## src/rtl/patch_stream_3_3_if.sv

```systemverilog
// Generic valid/ready stream bundle.
//   data  : payload, W bits
//   valid : producer has a beat on data
//   ready : consumer takes the beat when valid && ready
// master = producer side, slave = consumer side.
interface patch_stream_3_3_if #(
    parameter int W = 16
) ();
    logic [W-1:0] data;
    logic         valid;
    logic         ready;

    modport master (output data, output valid, input ready);
    modport slave  (input data, input valid, output ready);
endinterface

```

## src/rtl/patch_stream_3_3.sv

```systemverilog
// patch_stream_3_3: turns a raster-order pixel stream of one IMG_W x IMG_H
// frame into the stream of every fully-valid 3x3 window (no padding),
// packed MSB-first row-major into a 9*DATA_W PATCH word.
// Ports:
//   CLK        : clock, rising edge
//   rst        : synchronous active-high reset
//   pix        : slave stream, DATA_W pixels in (data/valid/ready)
//   patch      : master stream, 9*DATA_W windows out (data/valid/ready)
//   FRAME_DONE : one-cycle pulse after the last pixel of a frame is accepted
module patch_stream_3_3 #(
    parameter int IMG_W  = 8,
    parameter int IMG_H  = 8,
    parameter int DATA_W = 16
) (
    input  logic                  CLK,
    input  logic                  rst,
    patch_stream_3_3_if.slave     pix,
    patch_stream_3_3_if.master    patch,
    output logic                  FRAME_DONE
);
    localparam int CW = (IMG_W > 1) ? $clog2(IMG_W) : 1;
    localparam int RW = (IMG_H > 1) ? $clog2(IMG_H) : 1;
    localparam int PW = 9 * DATA_W;

    typedef logic [DATA_W-1:0] pix_t;

    logic [CW-1:0] col_q, col_d;
    logic [RW-1:0] row_q, row_d;
    pix_t          lb0_q [IMG_W];   // previous row
    pix_t          lb0_d [IMG_W];
    pix_t          lb1_q [IMG_W];   // row before that
    pix_t          lb1_d [IMG_W];
    // Only the two most recent window columns need storage; the third
    // (rightmost) column is formed from the incoming pixel each accept.
    pix_t          hist_q [3][2];
    pix_t          hist_d [3][2];
    pix_t          win    [3][3];
    logic [PW-1:0] patch_q, patch_d;
    logic          patch_valid_q, patch_valid_d;
    logic          frame_done_q, frame_done_d;
    logic          accept, emit, last_col, last_row;

    assign pix.ready   = !patch_valid_q || patch.ready;
    assign patch.data  = patch_q;
    assign patch.valid = patch_valid_q;
    assign FRAME_DONE  = frame_done_q;

    always_comb begin
        accept   = pix.valid && pix.ready;
        last_col = (col_q == CW'(IMG_W - 1));
        last_row = (row_q == RW'(IMG_H - 1));
        emit     = (row_q >= RW'(2)) && (col_q >= CW'(2));

        for (int r = 0; r < 3; r++) begin
            win[r][0] = hist_q[r][0];
            win[r][1] = hist_q[r][1];
        end
        win[0][2] = lb1_q[col_q];
        win[1][2] = lb0_q[col_q];
        win[2][2] = pix.data;

        col_d         = col_q;
        row_d         = row_q;
        lb0_d         = lb0_q;
        lb1_d         = lb1_q;
        hist_d        = hist_q;
        patch_d       = patch_q;
        patch_valid_d = patch_valid_q;
        frame_done_d  = 1'b0;

        if (accept) begin
            for (int r = 0; r < 3; r++) begin
                hist_d[r][0] = win[r][1];
                hist_d[r][1] = win[r][2];
            end
            lb1_d[col_q] = lb0_q[col_q];
            lb0_d[col_q] = pix.data;
            col_d        = last_col ? '0 : col_q + 1'b1;
            if (last_col)
                row_d = last_row ? '0 : row_q + 1'b1;
            frame_done_d  = last_col && last_row;
            patch_valid_d = emit;
            if (emit) begin
                for (int k = 0; k < 9; k++)
                    patch_d[(8 - k) * DATA_W +: DATA_W] = win[k / 3][k % 3];
            end
        end else if (patch.ready) begin
            patch_valid_d = 1'b0;
        end
    end

    always_ff @(posedge CLK) begin
        if (rst) begin
            col_q         <= '0;
            row_q         <= '0;
            patch_q       <= '0;
            patch_valid_q <= 1'b0;
            frame_done_q  <= 1'b0;
        end else begin
            col_q         <= col_d;
            row_q         <= row_d;
            patch_q       <= patch_d;
            patch_valid_q <= patch_valid_d;
            frame_done_q  <= frame_done_d;
        end
    end

    // Pixel storage is never emitted before being rewritten, so it needs no reset.
    always_ff @(posedge CLK) begin
        lb0_q  <= lb0_d;
        lb1_q  <= lb1_d;
        hist_q <= hist_d;
    end
endmodule

```

## src/flat_wrapper.sv

```systemverilog
// flat-port wrapper written by rule: the top's interface ports become plain ports
module patch_stream_3_3_flat 
#(
    parameter int IMG_W  = 8,
    parameter int IMG_H  = 8,
    parameter int DATA_W = 16
)
  (CLK, rst, FRAME_DONE, pix_data, pix_valid, pix_ready, patch_data, patch_valid, patch_ready);
  patch_stream_3_3_if #(.W((16))) pix_i ();
  patch_stream_3_3_if #(.W((9 * (16)))) patch_i ();
  input  logic CLK;
  input  logic rst;
  output logic FRAME_DONE;
  input wire logic [$bits(pix_i.data)-1:0] pix_data;
  input wire logic [$bits(pix_i.valid)-1:0] pix_valid;
  output wire logic [$bits(pix_i.ready)-1:0] pix_ready;
  output wire logic [$bits(patch_i.data)-1:0] patch_data;
  output wire logic [$bits(patch_i.valid)-1:0] patch_valid;
  input wire logic [$bits(patch_i.ready)-1:0] patch_ready;
  assign pix_i.data = pix_data;
  assign pix_i.valid = pix_valid;
  assign pix_ready = pix_i.ready;
  assign patch_data = patch_i.data;
  assign patch_valid = patch_i.valid;
  assign patch_i.ready = patch_ready;
  patch_stream_3_3 #(.IMG_W(IMG_W), .IMG_H(IMG_H), .DATA_W(DATA_W)) u_core (.CLK(CLK), .rst(rst), .pix(pix_i), .patch(patch_i), .FRAME_DONE(FRAME_DONE));
endmodule
```

## config.mk

```make
export PLATFORM = sky130hd
export DESIGN_NAME = patch_stream_3_3_flat
export DESIGN_NICKNAME = d
export VERILOG_FILES = /design/src/rtl/patch_stream_3_3_if.sv /design/src/rtl/patch_stream_3_3.sv /design/src/flat_wrapper.sv
export SDC_FILE = /design/constraint.sdc
export NUM_CORES = 1
export LEC_CHECK = 0
export CAP_MARGIN = 20
export CORE_UTILIZATION = 45
export DETAILED_ROUTE_END_ITERATION = 7
export MAX_ROUTING_LAYER = met4
export PLACE_DENSITY = 0.72
export SETUP_SLACK_MARGIN = 0.2
export SYNTH_ARGS = -nofsm -noshare
export SYNTH_HDL_FRONTEND = slang
export SYNTH_SLANG_ARGS = --single-unit
```

## constraint.sdc

```tcl
create_clock -name CLK -period 6.25 [get_ports CLK]
set_clock_uncertainty 0.15 [all_clocks]
set_input_delay 0.625 -clock CLK [delete_from_list [all_inputs] [get_ports CLK]]
set_output_delay 0.625 -clock CLK [all_outputs]
set_load 0.005 [all_outputs]
```

==> out/qor.csv, run 1 <==
stage;metric;value;unit
yosys;leading post-synthesis cells by cell area;sky130_fd_sc_hd__edfxtp_1, sky130_fd_sc_hd__dfxtp_1, sky130_fd_sc_hd__mux4_2;
setup_path;endpoint type of the worst setup path;flop;
finish;ant diodes;0;
grt;vias in the first global route;9834;
clocking;number of buffers added by the clock tree synthesis step;50;
timing;setup repair after global routing missed its margin;false;
placement;area of placed instances;20100;um2
timing;setup-violating endpoint count in the final report;0;
placement;detailed placement HPWL;21.4;mm
clocking;clock input transition at the sequential cells of the worst setup and hold paths;0.06;ns
yosys;Mean Syn Cell Area;15.7;um2
placement;final RePlAce weighted congestion;0.708;
min_path;Min-Delay Startpoint;u_core.hist_q[71];
die;Cell Rows;72;
finish;nets;1340;
setup_path;Arr. time, crit path;3.55;ns
power;Power Dens Cells;318;nW/um2
clocking;hold-fix buffer count after cts;0;
flow_run;Max-Cap Viols;0;
clocking;Clock Tree Buf Depth;3;
timing;final slew viol count;0;
detailed_routing;Vias per Instance;5.26;
yosys;total standard cell area after synthesis;18000;um2
finish;post-route standard cell area excluding fillers;21700;um2
detailed_routing;number of DRC violations after detailed-routing iteration 0;599;
setup_path;Worst Reg2Reg Path Length in Cells;7;
grt;aggregate global-route resource usage;18.7;%
timing;Max Clock Freq;313;MHz
timing;Final WS setup;3.06;ns
yosys;number of synthesized register bits;504;
detailed_routing;DRC violation count after routing;0;
detailed_routing;antenna-violating nets left;0;
finish;top library cells by usage in the layout, fill and taps aside;sky130_fd_sc_hd__edfxtp_1, sky130_fd_sc_hd__nand2_1, sky130_fd_sc_hd__clkdlybuf4s50_1;
placement;port bufs;166;
die;Die Footprint;40800;um2
yosys;post-synthesis sequential area ratio;75.6;%
grt;pin count of the biggest net entering global routing;135;
clocking;Post-CTS Setup Bufs;0;
run_status;status;completed;
setup_path;RR Endpoint;u_core.patch.data[40];
grt;total overflow reported by the global router;0;
detailed_routing;WL per Instance;19.6;um
setup_path;reg2reg setup slack;3.06;ns
finish;final cell count without fillers;1872;
detailed_routing;total length of routed wires;36.7;mm
yosys;gate count after technology mapping;1149;
finish;Syn-to-layout area delta;20.4;%
timing;clock period minus final worst setup slack;3.19;ns
finish;share of final-layout standard cells stronger than drive strength 1;13.0;%
setup_path;required time of the worst setup path;6.60;ns
timing;Final TNS setup;0;ns
die;# IOs;167;
setup_path;Crit Reg-Reg Startpoint;u_core.col_q[0];
die;Floorplan Core Area;39100;um2
timing;Slew Limit Headroom;32.2;%
timing;final hold violation count;0;
min_path;endpoint of the worst hold path;u_core.hist_q[87];
yosys;synthesized netlist net count;1175;
power;leakage power figure;6.96;nW
clocking;clock sink count;504;
grt;number of antenna violations at the first check in global routing;0;
yosys;number of distinct library cells after synthesis;28;
yosys;fraction of post-synthesis cell area in the top cell type by area;58.7;%
yosys;library cell occupying the most area in the post-synthesis netlist;sky130_fd_sc_hd__edfxtp_1;
clocking;clock root cell;sky130_fd_sc_hd__clkbuf_16;
yosys;yosys synthesis warning count;0;
min_path;class of the tightest hold or removal check;reg -> reg;
timing;final period utilization;51.1;%
setup_path;CP Launch Type;flop;
setup_path;WS Path Type;reg -> reg;
clocking;TritonCTS clock tree;built;
power;power after layout;0.00689;W
min_path;number of cells on the worst hold path;0;
clocking;CTS H-tree depth;2;
die;width of the die;202;um
grt;first-pass GRT wire length;56.4;mm
clocking;clock latency on the worst-skew pair;0.59;ns
die;starting density of the core;46.1;%
timing;Worst Tran Pin Value;1.02;ns
detailed_routing;count of vias placed by the detailed router;9839;
clocking;Resized Gates After CTS;0;
die;Die Span Y;202;um
setup_path;largest fanout on the critical path;134;
placement;minimum setup slack after placement;2.72;ns
finish;commonest non-fill, non-tap cell in the layout;sky130_fd_sc_hd__edfxtp_1;
detailed_routing;first drt pass iteration count;5;
placement;total placed cells including tap cells;1779;
power;peak ir drop on the vdd network;0.236;mV
[flip-flops by register name, indices dropped and copies added (netlist names)]
signal,cells
u_core.patch.data,144
u_core.lb0_q,128
u_core.lb1_q,128
u_core.hist_q,96
u_core.col_q,3
u_core.row_q,3
u_core.FRAME_DONE,1
u_core.patch.valid,1
[worst max-delay path, cell delays in order, from the launching register on]
cell and delay, ns:
sky130_fd_sc_hd__dfxtp_4 0.76, sky130_fd_sc_hd__inv_1 0.13, sky130_fd_sc_hd__ha_1 0.22, sky130_fd_sc_hd__or3_1 0.33, sky130_fd_sc_hd__nand4_1 0.52, sky130_fd_sc_hd__buf_12 0.40
sky130_fd_sc_hd__nand2_1 0.13, sky130_fd_sc_hd__a21oi_1 0.18
[report_power, final]
part / switching (W) / internal, W
sequential: 0.0000379 / 0.00370
clock: 0.00122 / 0.00165
combinational: 0.000179 / 0.000102
total: 0.00144 / 0.00545
[cells in the mapped netlist, drive strengths merged]
master	number
buf	44
mux2i	1
and3	1
nand3	1
nor3b	1
a21oi	117
nor4	1
and4	1
nand2	233
ha	6
a211oi	1
or3	5
nor3	36
mux4	64
edfxtp	352
mux2	32
inv	3
dfxtp	152
nand4	1
clkbuf	26
nor2	69
or2b	1
nand2b	1
[stage by stage]
stage,utilization [%],hold WS [ns]
2_1_floorplan,-,0.276
3_3_place_gp,51.3,0.280
3_5_place_dp,51.4,0.282
4_1_cts,55.4,0.296
5_1_grt,55.5,0.308
6_report,55.5,0.292
[cells by family (layout without fill, tap and decap cells)]
family | after synthesis | in the layout | synth area share, %
muxes | 97 | 97 | 10.5
AOI/OAI and AO/OA | 118 | 118 | 3.29
adders and majority gates | 6 | 6 | 0.417
DFF | 504 | 504 | 75.6
buffers and inverters | 73 | 278 | 2.45
and+or+nand+nor | 351 | 351 | 7.76
[metal layers]
metal,up-vias,wire (um),global-route usage [%]
met2,264,18100,30.2
met4,0,737,5.02
met3,58,1740,3.32
met5,-,0,-
met1,4960,16100,24.4
li1,4557,-,-
[how the worst max path moves through the flow]
| stage | startpoint | to | slack [ns] | cells past startpoint |
|---|---|---|---|---|
| after CTS | u_core.col_q[2] | u_core.patch.data[30] | 2.71 | 5 |
| final | u_core.col_q[0] | u_core.patch.data[40] | 3.06 | 7 |
| after floorplan | patch_ready | u_core.lb0_q[0] | 0.76 | 6 |
| after global placement | patch_ready | u_core.lb0_q[84] | 2.64 | 5 |
| after detailed placement | u_core.col_q[2] | u_core.patch.data[123] | 2.72 | 5 |
| after global routing | u_core.col_q[0] | u_core.patch.data[70] | 2.80 | 7 |
[area by class of cell]
type,count,area (um2)
Clock buffer,69,1400
Clock inverter,23,193
Fill cell,3068,17400
Inverter,3,13.8
Multi-Input combinational cell,572,4000
Sequential cell,504,13600
Tap cell,518,648
Timing Repair Buffer,183,1820
Note: power is estimated with default switching activity, not from simulation.
==> run 2, diff against run 1 <==
Settings changed: PLACE_DENSITY 0.72 to 0.69.
Clock period 6.25 ns to 3.32 ns, I/O delays scaled along.
==> out/qor.csv, run 2 (synthesis results as in run 1) <==
stage;metric;value;unit
run_status;status;completed;
detailed_routing;antenna-violating nets left;0;
setup_path;required time of the worst setup path;3.61;ns
placement;final RePlAce weighted congestion;0.742;
die;width of the die;202;um
clocking;clock latency on the worst-skew pair;0.57;ns
setup_path;endpoint type of the worst setup path;flop;
clocking;Post-CTS Setup Bufs;0;
die;Floorplan Core Area;39100;um2
grt;vias in the first global route;9746;
timing;Final WS setup;0.780;ns
grt;pin count of the biggest net entering global routing;108;
flow_run;Max-Cap Viols;0;
grt;total overflow reported by the global router;0;
placement;port bufs;166;
placement;detailed placement HPWL;22.0;mm
timing;clock period minus final worst setup slack;2.54;ns
timing;Final TNS setup;0;ns
die;Die Footprint;40800;um2
power;Power Dens Cells;595;nW/um2
die;Die Span Y;202;um
clocking;Clock Tree Buf Depth;3;
die;Cell Rows;72;
finish;top library cells by usage in the layout, fill and taps aside;sky130_fd_sc_hd__edfxtp_1, sky130_fd_sc_hd__nand2_1, sky130_fd_sc_hd__clkdlybuf4s50_1;
timing;final period utilization;76.5;%
setup_path;Crit Reg-Reg Startpoint;u_core.col_q[0];
clocking;TritonCTS clock tree;built;
power;leakage power figure;7.05;nW
setup_path;launching element of the worst setup path;u_core.col_q[0];
detailed_routing;number of DRC violations after detailed-routing iteration 0;570;
timing;setup-violating endpoint count in the final report;0;
timing;hold slack final;0.161;ns
min_path;Min-Delay Startpoint;rst;
clocking;Resized Gates After CTS;0;
setup_path;WS Path Type;reg -> reg;
finish;post-route standard cell area excluding fillers;21900;um2
detailed_routing;count of vias placed by the detailed router;9836;
timing;Max Clock Freq;394;MHz
timing;Slew Limit Headroom;49.3;%
detailed_routing;Vias per Instance;5.22;
grt;number of antenna violations at the first check in global routing;0;
setup_path;Arr. time, crit path;2.83;ns
clocking;number of buffers added by the clock tree synthesis step;49;
detailed_routing;first drt pass iteration count;5;
setup_path;largest fanout on the critical path;54;
power;power after layout;0.0130;W
grt;first-pass GRT wire length;57.4;mm
finish;commonest non-fill, non-tap cell in the layout;sky130_fd_sc_hd__edfxtp_1;
clocking;hold-fix buffer count after cts;0;
finish;share of final-layout standard cells stronger than drive strength 1;14.0;%
die;# IOs;167;
clocking;clock root cell;sky130_fd_sc_hd__clkbuf_16;
detailed_routing;total length of routed wires;37.3;mm
setup_path;CP Launch Type;flop;
placement;minimum setup slack after placement;0.723;ns
clocking;clock sink count;504;
finish;ant diodes;0;
finish;nets;1355;
finish;Syn-to-layout area delta;21.5;%
detailed_routing;DRC violation count after routing;0;
timing;final hold violation count;0;
die;starting density of the core;46.1;%
timing;setup repair after global routing missed its margin;false;
power;peak ir drop on the vdd network;0.457;mV
placement;area of placed instances;20300;um2
detailed_routing;WL per Instance;19.8;um
clocking;clock input transition at the sequential cells of the worst setup and hold paths;0.06;ns
timing;Worst Tran Pin Value;0.761;ns
min_path;class of the tightest hold or removal check;in -> reg;
clocking;CTS H-tree depth;2;
timing;final slew viol count;0;
grt;aggregate global-route resource usage;19.1;%
finish;number of flip-flops under the largest register name;144;
## run 2: per-stage QoR
step	util, %	std cells
after global placement	51.9	1796
after detailed placement	51.9	1796
after global routing	56.0	1886
final	56.0	1886
after floorplan	-	1149
after CTS	56.0	1886
## run 2: critical path, cell delays in order (launching register included)
cell                      delay, ns
sky130_fd_sc_hd__dfxtp_4       0.57
sky130_fd_sc_hd__buf_12        0.42
sky130_fd_sc_hd__mux4_1        0.61
sky130_fd_sc_hd__mux2_2        0.41
sky130_fd_sc_hd__nor2_1        0.14
sky130_fd_sc_hd__nor3_1        0.06
## run 2: metal layers
layer / part of all wire (%) / GRT usage (%)
met1: 45 / 26.0
met2: 48 / 30.0
met3: 4.9 / 3.26
met4: 1.8 / 4.67
met5: 0 / -
## run 2: cell type report
class / count / area (um2)
clock buffer: 67 / 1400
clock inverter: 23 / 198
fill: 3100 / 17200
inverter: 3 / 15.0
multi-input combinational: 572 / 4030
sequential: 504 / 13600
tap: 518 / 648
timing repair buffer: 199 / 1980
## run 2: worst paths after layout
check	end	slack (ns)	depth (start not counted)
max	u_core.patch.data[58]	0.78	5
min	u_core.patch.data[128]	0.16	2
max reg2reg	u_core.patch.data[58]	0.78	5
min reg2reg	u_core.hist_q[59]	0.29	0
## run 2: power by group
part	switching, W	internal, W
Combinational	0.000348	0.000202
Clock	0.00227	0.00318
Sequential	0.0000646	0.00696
Total	0.00268	0.0103
==> run 3, diff against run 2 <==
Settings changed: PLACE_DENSITY 0.69 to 0.72.
Clock period 3.32 ns to 2.2 ns, I/O delays scaled along.
==> out/qor.csv, run 3 (synthesis results as in run 1) <==
stage;metric;value;unit
die;Die Span Y;202;um
power;peak ir drop on the vdd network;0.550;mV
grt;aggregate global-route resource usage;21.4;%
grt;pin count of the biggest net entering global routing;59;
detailed_routing;number of DRC violations after detailed-routing iteration 0;860;
clocking;TritonCTS clock tree;built;
die;# IOs;167;
timing;Slew Limit Headroom;58.0;%
die;Floorplan Core Area;39100;um2
clocking;clock latency on the worst-skew pair;0.59;ns
die;width of the die;202;um
timing;setup-violating endpoint count in the final report;0;
setup_path;required time of the worst setup path;2.56;ns
setup_path;number of buffer and inverter stages on the critical path;5;
timing;setup repair after global routing missed its margin;true;
finish;number of flip-flops under the largest register name;144;
clocking;CTS H-tree depth;2;
detailed_routing;total length of routed wires;44.3;mm
run_status;status;completed;
clocking;clock input transition at the sequential cells of the worst setup and hold paths;0.06;ns
placement;detailed placement HPWL;24.1;mm
timing;Final TNS setup;0;ns
placement;port bufs;166;
timing;final slew viol count;0;
setup_path;endpoint type of the worst setup path;flop;
grt;first-pass GRT wire length;62.9;mm
clocking;number of buffers added by the clock tree synthesis step;49;
detailed_routing;first drt pass iteration count;6;
setup_path;Arr. time, crit path;2.56;ns
finish;Syn-to-layout area delta;29.4;%
setup_path;largest fanout on the critical path;5;
timing;final period utilization;99.8;%
clocking;Clock Tree Buf Depth;3;
setup_path;Crit path max-delay family;simple AND/OR/NAND/NOR gates;
detailed_routing;DRC violation count after routing;0;
timing;final hold violation count;0;
placement;area of placed instances;20800;um2
detailed_routing;antenna-violating nets left;0;
finish;commonest non-fill, non-tap cell in the layout;sky130_fd_sc_hd__edfxtp_1;
timing;Worst Tran Pin Value;0.628;ns
die;starting density of the core;46.1;%
finish;final cell count without fillers;1942;
detailed_routing;WL per Instance;22.8;um
clocking;clock sink count;504;
grt;total overflow reported by the global router;0;
grt;vias in the first global route;10400;
power;Power Dens Cells;849;nW/um2
finish;nets;1408;
timing;clock period minus final worst setup slack;2.20;ns
die;Die Footprint;40800;um2
power;leakage power figure;7.60;nW
finish;share of final-layout standard cells stronger than drive strength 1;22.7;%
die;Cell Rows;72;
timing;hold slack final;0.256;ns
setup_path;CP Launch Type;flop;
finish;final standard cell utilization of the core;59.6;%
setup_path;critical path, cell by cell;buf_12, inv_8, ha_4, or3_4, nand4_1, buf_12, buf_12, clkbuf_16, nor2_2, nor3_2;
setup_path;WS Path Type;reg -> reg;
setup_path;biggest cell delay along the critical path;0.37;ns
timing;Max Clock Freq;455;MHz
placement;final RePlAce weighted congestion;0.742;
setup_path;highest-delay cell along the critical path;sky130_fd_sc_hd__dfxtp_4;
detailed_routing;count of vias placed by the detailed router;10600;
setup_path;Most common cell on crit path;sky130_fd_sc_hd__buf_12;
finish;Layout fillers;2871;
grt;number of antenna violations at the first check in global routing;1;
clocking;clock root cell;sky130_fd_sc_hd__clkbuf_16;
finish;post-route standard cell area excluding fillers;23300;um2
min_path;class of the tightest hold or removal check;in -> reg;
placement;total placed cells including tap cells;1817;
detailed_routing;Vias per Instance;5.46;
finish;top library cells by usage in the layout, fill and taps aside;sky130_fd_sc_hd__edfxtp_1, sky130_fd_sc_hd__nand2_1, sky130_fd_sc_hd__clkdlybuf4s50_1;
flow_run;Max-Cap Viols;0;
[run 3: changes by cell type in the layout (fill, tap and decap cells not counted), moves of 19 or more]
cell	change
sky130_fd_sc_hd__buf_12	+26
sky130_fd_sc_hd__nand2_4	+19
sky130_fd_sc_hd__a21oi_1	-26
sky130_fd_sc_hd__nand2_1	-23
sky130_fd_sc_hd__mux2_4	+21
sky130_fd_sc_hd__a21oi_2	+26
[run 3: cell type report]
type	count	area [um2]	share of cell area (%)
timing repair buffer	244	2970	12.7
antenna	1	2.50	0.0107
tap	518	648	2.78
clock buffer	71	1400	6.00
multi-input combinational	580	4490	19.2
inverter	3	22.5	0.0966
sequential	504	13600	58.4
clock inverter	21	166	0.714
[run 3: layer usage]
metal | routed length, um | GRT usage (%) | up-vias
met3 | 3430 | 4.64 | 85
met1 | 17700 | 27.6 | 5328
li1 | - | - | 4714
met5 | 0 | - | -
met2 | 22000 | 34.2 | 484
met4 | 1070 | 6.02 | 0
[run 3: metrics by stage]
| step | power, W | setup WS [ns] |
|---|---|---|
| 5_1_grt | 0.0204 | -0.0145 |
| 6_report | 0.0198 | 0.00435 |
| 3_3_place_gp | 0.0117 | -0.0963 |
| 2_1_floorplan | 0.0113 | -1.43 |
| 4_1_cts | 0.0198 | 0.0711 |
| 3_5_place_dp | 0.0117 | -0.144 |
[run 3: path summary, 6_finish.rpt]
check / from / end / slack, ns / cells after the start
worst max register to register: u_core.col_q[0] / u_core.patch.data[50] / 0.004 / 10
worst min-delay path: pix_data[8] / u_core.patch.data[8] / 0.26 / 3
worst max-delay path: u_core.col_q[0] / u_core.patch.data[50] / 0.004 / 10
worst min register to register: u_core.hist_q[43] / u_core.hist_q[59] / 0.30 / 0
[run 3: worst register-to-register path, delay by kind of cell, from the launching register on]
family,cells,cell delay (ns)
flops,1,0.37
fa+ha+maj,1,0.14
simple gates,4,0.83
buf+inv,5,0.65
[run 3: timing repair]
| item | CTS | global route |
|---|---|---|
| pin swaps | 1 | 52 |
| setup buffers | 5 | 4 |
| hold buffers | 1 | 0 |
| endpoints found under the hold margin | 14 | 0 |
| cloned | 11 | 11 |
| resized for setup | 44 | 97 |
| setup endpoints to repair | 296 | 248 |
[run 3: power breakdown]
| group | internal, W | leakage [nW] | total [W] | switching [W] |
|---|---|---|---|---|
| Sequential | 0.0105 | 4.49 | 0.0106 | 0.0000939 |
| Combinational | 0.000462 | 2.33 | 0.00112 | 0.000658 |
| Clock | 0.00458 | 0.776 | 0.00807 | 0.00350 |
==> edit 1 (settings of run 3) <==
`IMG_H` is set to 8 in 2 places; all go to 16.
--- a/src/rtl/patch_stream_3_3.sv
+++ b/src/rtl/patch_stream_3_3.sv
@@ -9,7 +9,7 @@
 //   FRAME_DONE : one-cycle pulse after the last pixel of a frame is accepted
 module patch_stream_3_3 #(
     parameter int IMG_W  = 8,
-    parameter int IMG_H  = 8,
+    parameter int IMG_H  = 16,
     parameter int DATA_W = 16
 ) (
     input  logic                  CLK,
--- a/src/flat_wrapper.sv
+++ b/src/flat_wrapper.sv
@@ -2,7 +2,7 @@
 module patch_stream_3_3_flat 
 #(
     parameter int IMG_W  = 8,
-    parameter int IMG_H  = 8,
+    parameter int IMG_H  = 16,
     parameter int DATA_W = 16
 )
   (CLK, rst, FRAME_DONE, pix_data, pix_valid, pix_ready, patch_data, patch_valid, patch_ready);
Behaviour: no difference found for any inputs over 10 cycles, from zero or initial values and one cycle with rst high; that may be too few to reach the edited logic, so the function may still have changed.
==> edit 1 against run 3 <==
Die area down 0.44%. Sequential cell count is 1 higher. Total power is 0.88% higher. Via count up 1.7%. Wire length up 1.6%. Design area up 2.8%. Synthesized area is 0.44% lower. Worst setup slack improved by 0.048 ns. Clock power increased by 0.6%. Critical path type unchanged. Largest power group unchanged.
==> edit 1: results (changes against run 3) <==
Run status
  • Status: complete, no violations

Power
  • Maximum vdd ir drop: 0.6126 mV (+11%)
  • Comb pwr: 1.16 mW (+4%)
  • Sw frac: 21.39% (-0.078 points)
  • Clock power share: 40.7% (about the same)
  • Static leakage: 7.994 nW (+5.2%)

Logic synthesis
  • Synth top cells by count: edfxtp_1, nand2_1, dfxtp_1
  • Dominant cells by area after synthesis: edfxtp_1, dfxtp_1, mux4_2, nand2_1, a21oi_1
  • Sequential share of the synthesized area: 76.00% (+0.44 points)
  • Mapped Cells: 1161 (+1.0%)
  • Netlist cell types: 36 (+29%)
  • Syn nets: 1186 (+0.94%)
  • Area of the mapped netlist: 17940 um^2 (-0.44%)
  • Ys async rst share: 0% (unchanged)

GRT
  • Initial antenna violation count: 0 (-1)
  • Grt met1 use: 27.58% (about the same)
  • M2 GR Usage: 34.52% (+0.30 points)
  • Overall routing resource usage: 21.33% (-0.049 points)
  • GR Layer Usage met3: 3.774% (-0.87 points)
  • Largest net degree at the start of global routing: 63 (+6.8%)
  • First-pass GRT wire length: 63220 um (+0.47%)

Worst hold path
  • Hold Crit Class: input port to flop
  • Hold path depth: 2 (-1)

Timing
  • Period minus WS final: 2.148 ns (-0.04803 ns)
  • Slew headroom: 44.89% (-13 points)
  • Max-slew violations: 0 (unchanged)

Setup path
  • Cell family with most CP delay: multiplexers
  • Worst path slowest cell: mux4_2
  • Critical-path maximum fanout: 6 (+1)
  • Crit path to: u_core.hist_q[35]
  • Worst setup startpoint: u_core.col_q[0]
  • CP Data Arrival Time: 2.33 ns (-0.23 ns)
  • CP peak stage delay: 0.51 ns (+0.14 ns)
  • Cells on worst reg2reg path: 5 (-5)

Routing
  • First-pass iteration count of the detailed router: 5 (-1)
  • WL final: 44970 um (+1.6%)
  • Routed vias: 10790 (+1.7%)
  • Drt wl/cell: 22.72 um (-0.29%)
  • Initial DRC Count: 790 (-8.1%)

Layout
  • Layout clock area frac: 6.370% (-0.35 points)
  • Sequential share of cell area: 56.94% (-1.5 points)
  • Layout cells sized above 1: 28.13% (+5.4 points)
  • #MultiIn Comb: 589 (+1.6%)
  • Plain + repair buffers: 273 (+12%)
  • Post-layout nets: 1447 (+2.8%)
  • Multi-input gate share of total cell area: 19.86% (+0.61 points)
  • Clock buf count: 74 (+4.2%)
  • Number of filler cells placed in the layout: 2668 (-7.1%)
  • Final instance area: 23960 um^2 (+2.8%)
  • N_diodes: 0 (-1)
  • Layout non-clock buf frac: 14.05% (+1.3 points)

Place
  • Post-DP Area: 20860 um^2 (+0.35%)
  • Place WS: -0.04974 ns (+0.09429 ns)
  • Placed instance count: 1842 (+1.4%)
  • HPWL after detailed placement: 24060 um (about the same)
  • Gp weighted congestion: 0.7642 (+3.0%)

Clock network
  • Total CTS buffers: 50 (+2.0%)
  • Worst skew pair latency: ~0.58 ns
  • Root Driver: clkbuf_16
  • Sink Count: 505 (+0.20%)
## edit 1: per-layer routing
metal / share of wire (%) / up-vias
li1: - / 4815
met1: 40 / 5417
met2: 51 / 482
met3: 6.7 / 78
met4: 2.4 / 0
met5: 0 / -
## edit 1: worst min path at each step
stage,start,to,slack [ns]
after CTS,rst,u_core.row_q[2],0.04
after global placement,u_core.hist_q[8],u_core.hist_q[24],0.28
after global routing,rst,u_core.patch.data[39],0.07
final,rst,u_core.patch.data[47],0.06
after detailed placement,u_core.hist_q[3],u_core.hist_q[19],0.28
after floorplan,pix_data[0],u_core.hist_q[0],0.17
## edit 1: logic make-up after synthesis
kind of cell	count (synthesis)	share of synthesized area (%)
xor+xnor	1	0.04884
simple gates	355	7.987
buf+inv	73	2.058
compound gates	127	3.711
mux	95	9.842
fa+ha+maj	5	0.3488
flops	505	76.00
## edit 1: what timing repair did
action                     CTS  global route
resized for setup           75           158
pin swaps                   20            30
gates cloned                14            11
buffers inserted            17             4
setup endpoints to repair  306           295
==> edit 2 (flow settings as in run 3) <==
Without the edit above. Reset style: asynchronous (`rst`), changed in one clocked block. Comments in the files are not updated.
--- a/src/rtl/patch_stream_3_3.sv
+++ b/src/rtl/patch_stream_3_3.sv
@@ -89,7 +89,7 @@
         end
     end
 
-    always_ff @(posedge CLK) begin
+    always_ff @(posedge CLK or posedge rst) begin
         if (rst) begin
             col_q         <= '0;
             row_q         <= '0;
Check against the original RTL: no difference found for any inputs over 10 cycles, from zero or initial values and one cycle with rst high; that may be too few to reach the edited logic, so the function may still have changed.
==> edit 2 against run 3 <==
The run now ends with setup timing left. Critical path type unchanged. Hold slack better by 0.014 ns. Sequential cell count stayed put. Global-route usage is 2.2 points lower. Largest cell class unchanged. Via count is 16% lower. Worst setup slack worse by 0.0069 ns. Wire length is 12% lower. Synthesized area is 2.4% higher. Design area is 7.5% higher.
Power is not compared: it rests on default switching activity, and its combinational part moved more than twofold at a synthesized area within 25%.
==> edit 2: results (changes against run 3) <==
GRT
  • Largest net degree at the start of global routing: 61 (+3.4%)
  • Initial antenna violation count: 0 (-1)
  • First-pass GRT wire length: 57620 um (-8.4%)
  • Overall routing resource usage: 19.13% (-2.2 points)
  • Vias in the first global route: 9600 (-7.7%)

Logic synthesis
  • Post-Synth XOR/XNOR Area: 0% (unchanged)
  • Synth Area in Compound Gates: 0.07460% (-3.2 points)
  • Sequential share of the synthesized area: 77.91% (+2.4 points)
  • Syn nets: 848 (-28%)
  • Ys async rst share: 30.16% (+30 points)
  • Post-synth EDFFs: 352 (unchanged)
  • Netlist cell types: 21 (-25%)
  • Synth top cells by count: edfxtp_1, mux2_2, dfrtp_1
  • Post-synthesis mux area share: 19.61% (+9.1 points)
  • Post-synthesis adder-cell area fraction: 0.4069% (-0.0098 points)
  • Number of synthesis warnings: 0 (unchanged)
  • Dominant cells by area after synthesis: edfxtp_1, dfrtp_1, mux2_2, mux4_1, mux4_2

Layout
  • Post-layout nets: 1158 (-18%)
  • Layout cells sized above 1: 39.27% (+17 points)
  • N_diodes: 0 (-1)

Routing
  • First-pass iteration count of the detailed router: 4 (-2)
  • WL final: 38960 um (-12%)
  • Initial DRC Count: 489 (-43%)
  • Vias/cell: 5.253 (-3.9%)

Power
  • Maximum vdd ir drop: around 0.92 mV
  • Static leakage: about 9.7 nW

Setup path
  • Critical-path maximum fanout: 8 (+3)
  • Cells on worst reg2reg path: 5 (-5)
  • Critical path class: flop to flop
  • CP Data Arrival Time: 2.38 ns (-0.18 ns)
  • Worst setup startpoint: u_core.col_q[0]
  • R2r endpoint: u_core.hist_q[47]

Place
  • Port-buffer cells: 166 (unchanged)
  • HPWL after detailed placement: 21370 um (-11%)
  • Gp weighted congestion: 0.7236 (-2.4%)

Run status
  • Violated checks: setup timing
  • Status: complete, but fails checks

Timing
  • Final WS setup: -0.002593 ns (-0.006942 ns)
  • Slew @ Worst Pin: 0.4832 ns (-0.1449 ns)
  • Final setup TNS: -0.002593 ns (-0.002593 ns)
  • Final setup fails: 1 (+1)

Clock network
  • Worst-path clk slew: 0.06 ns (about the same)
  • Total CTS buffers: 51 (+4.1%)
-- edit 2: cell families (layout without fill, tap and decap cells) --
kind of cell    after synthesis  after routing
compound gates                2              2
simple gates                 24             24
mux                         245            248
flops                       504            504
buf+inv                      41            390
fa+ha+maj                     6              6
-- edit 2: what timing repair did --
| action | 4_1_cts | 5_1_grt |
|---|---|---|
| gates resized for setup | 77 | 126 |
| buffers inserted | 36 | 12 |
| endpoints found under the hold margin | 8 | 0 |
| cloned | 11 | 8 |
| setup endpoints to repair | 302 | 305 |
| pin swaps | 1 | 1 |
| hold buffers | 1 | 0 |
-- edit 2: worst max-delay path, cell delays in order (launching register included) --
cell	delay, ns
dfrtp_4	0.47
buf_12	0.17
buf_16	0.16
mux4_2	0.53
buf_4	0.16
mux2_4	0.29
-- edit 2: area by class of cell --
class | instances | area, um^2
clock buffer | 79 | 1515
inverter | 4 | 30.03
sequential | 504 | 14380
clock inverter | 16 | 197.7
multi-input combinational | 280 | 4516
tap | 525 | 656.9
fill | 2700 | 15030
timing repair buffer | 291 | 3771
-- edit 2: routing by layer --
layer	vias up	part of all wire [%]	GRT usage, %
met2	224	50	30.16
li1	3896	-	-
met1	4742	43	25.39
met5	-	0	-
met3	63	5.3	4.209
met4	0	1.9	4.717
-- edit 2: through the flow --
| stage | setup slack [ns] | hold WS [ns] | instances | cell area (um^2) | power, mW |
|---|---|---|---|---|---|
| 2_1_floorplan | -0.5621 | 0.1689 | 822 | 18740 | 21.66 |
| 3_3_place_gp | 0.03553 | 0.2757 | 1536 | 21630 | 26.75 |
| 6_report | -0.002593 | 0.2698 | 1699 | 25070 | 40.00 |
| 5_1_grt | -0.03685 | 0.2723 | 1699 | 25070 | 41.79 |
| 4_1_cts | 0.02534 | 0.2950 | 1679 | 24310 | 38.48 |
| 3_5_place_dp | -0.01283 | 0.2812 | 1536 | 21630 | 27.15 |
-- edit 2: how the worst min path moves through the flow --
| stage | slack (ns) | start | depth (start not counted) | end |
|---|---|---|---|---|
| after floorplan | 0.17 | pix_data[0] | 0 | u_core.hist_q[0] |
| after detailed placement | 0.28 | u_core.hist_q[4] | 0 | u_core.hist_q[20] |
| after CTS | 0.30 | u_core.hist_q[67] | 0 | u_core.hist_q[83] |
| final | 0.27 | patch_ready | 4 | u_core.patch.valid |
| after global routing | 0.27 | patch_ready | 4 | u_core.patch.valid |
| after global placement | 0.28 | u_core.hist_q[13] | 0 | u_core.hist_q[29] |
-- edit 2: power breakdown --
part | switching (mW) | internal (mW) | leakage, nW | total, mW
logic | 5.86 | 10.1 | 3.81 | 15.9
clock network | 3.52 | 5.21 | 0.832 | 8.73
registers | 1.38 | 14.0 | 5.05 | 15.3
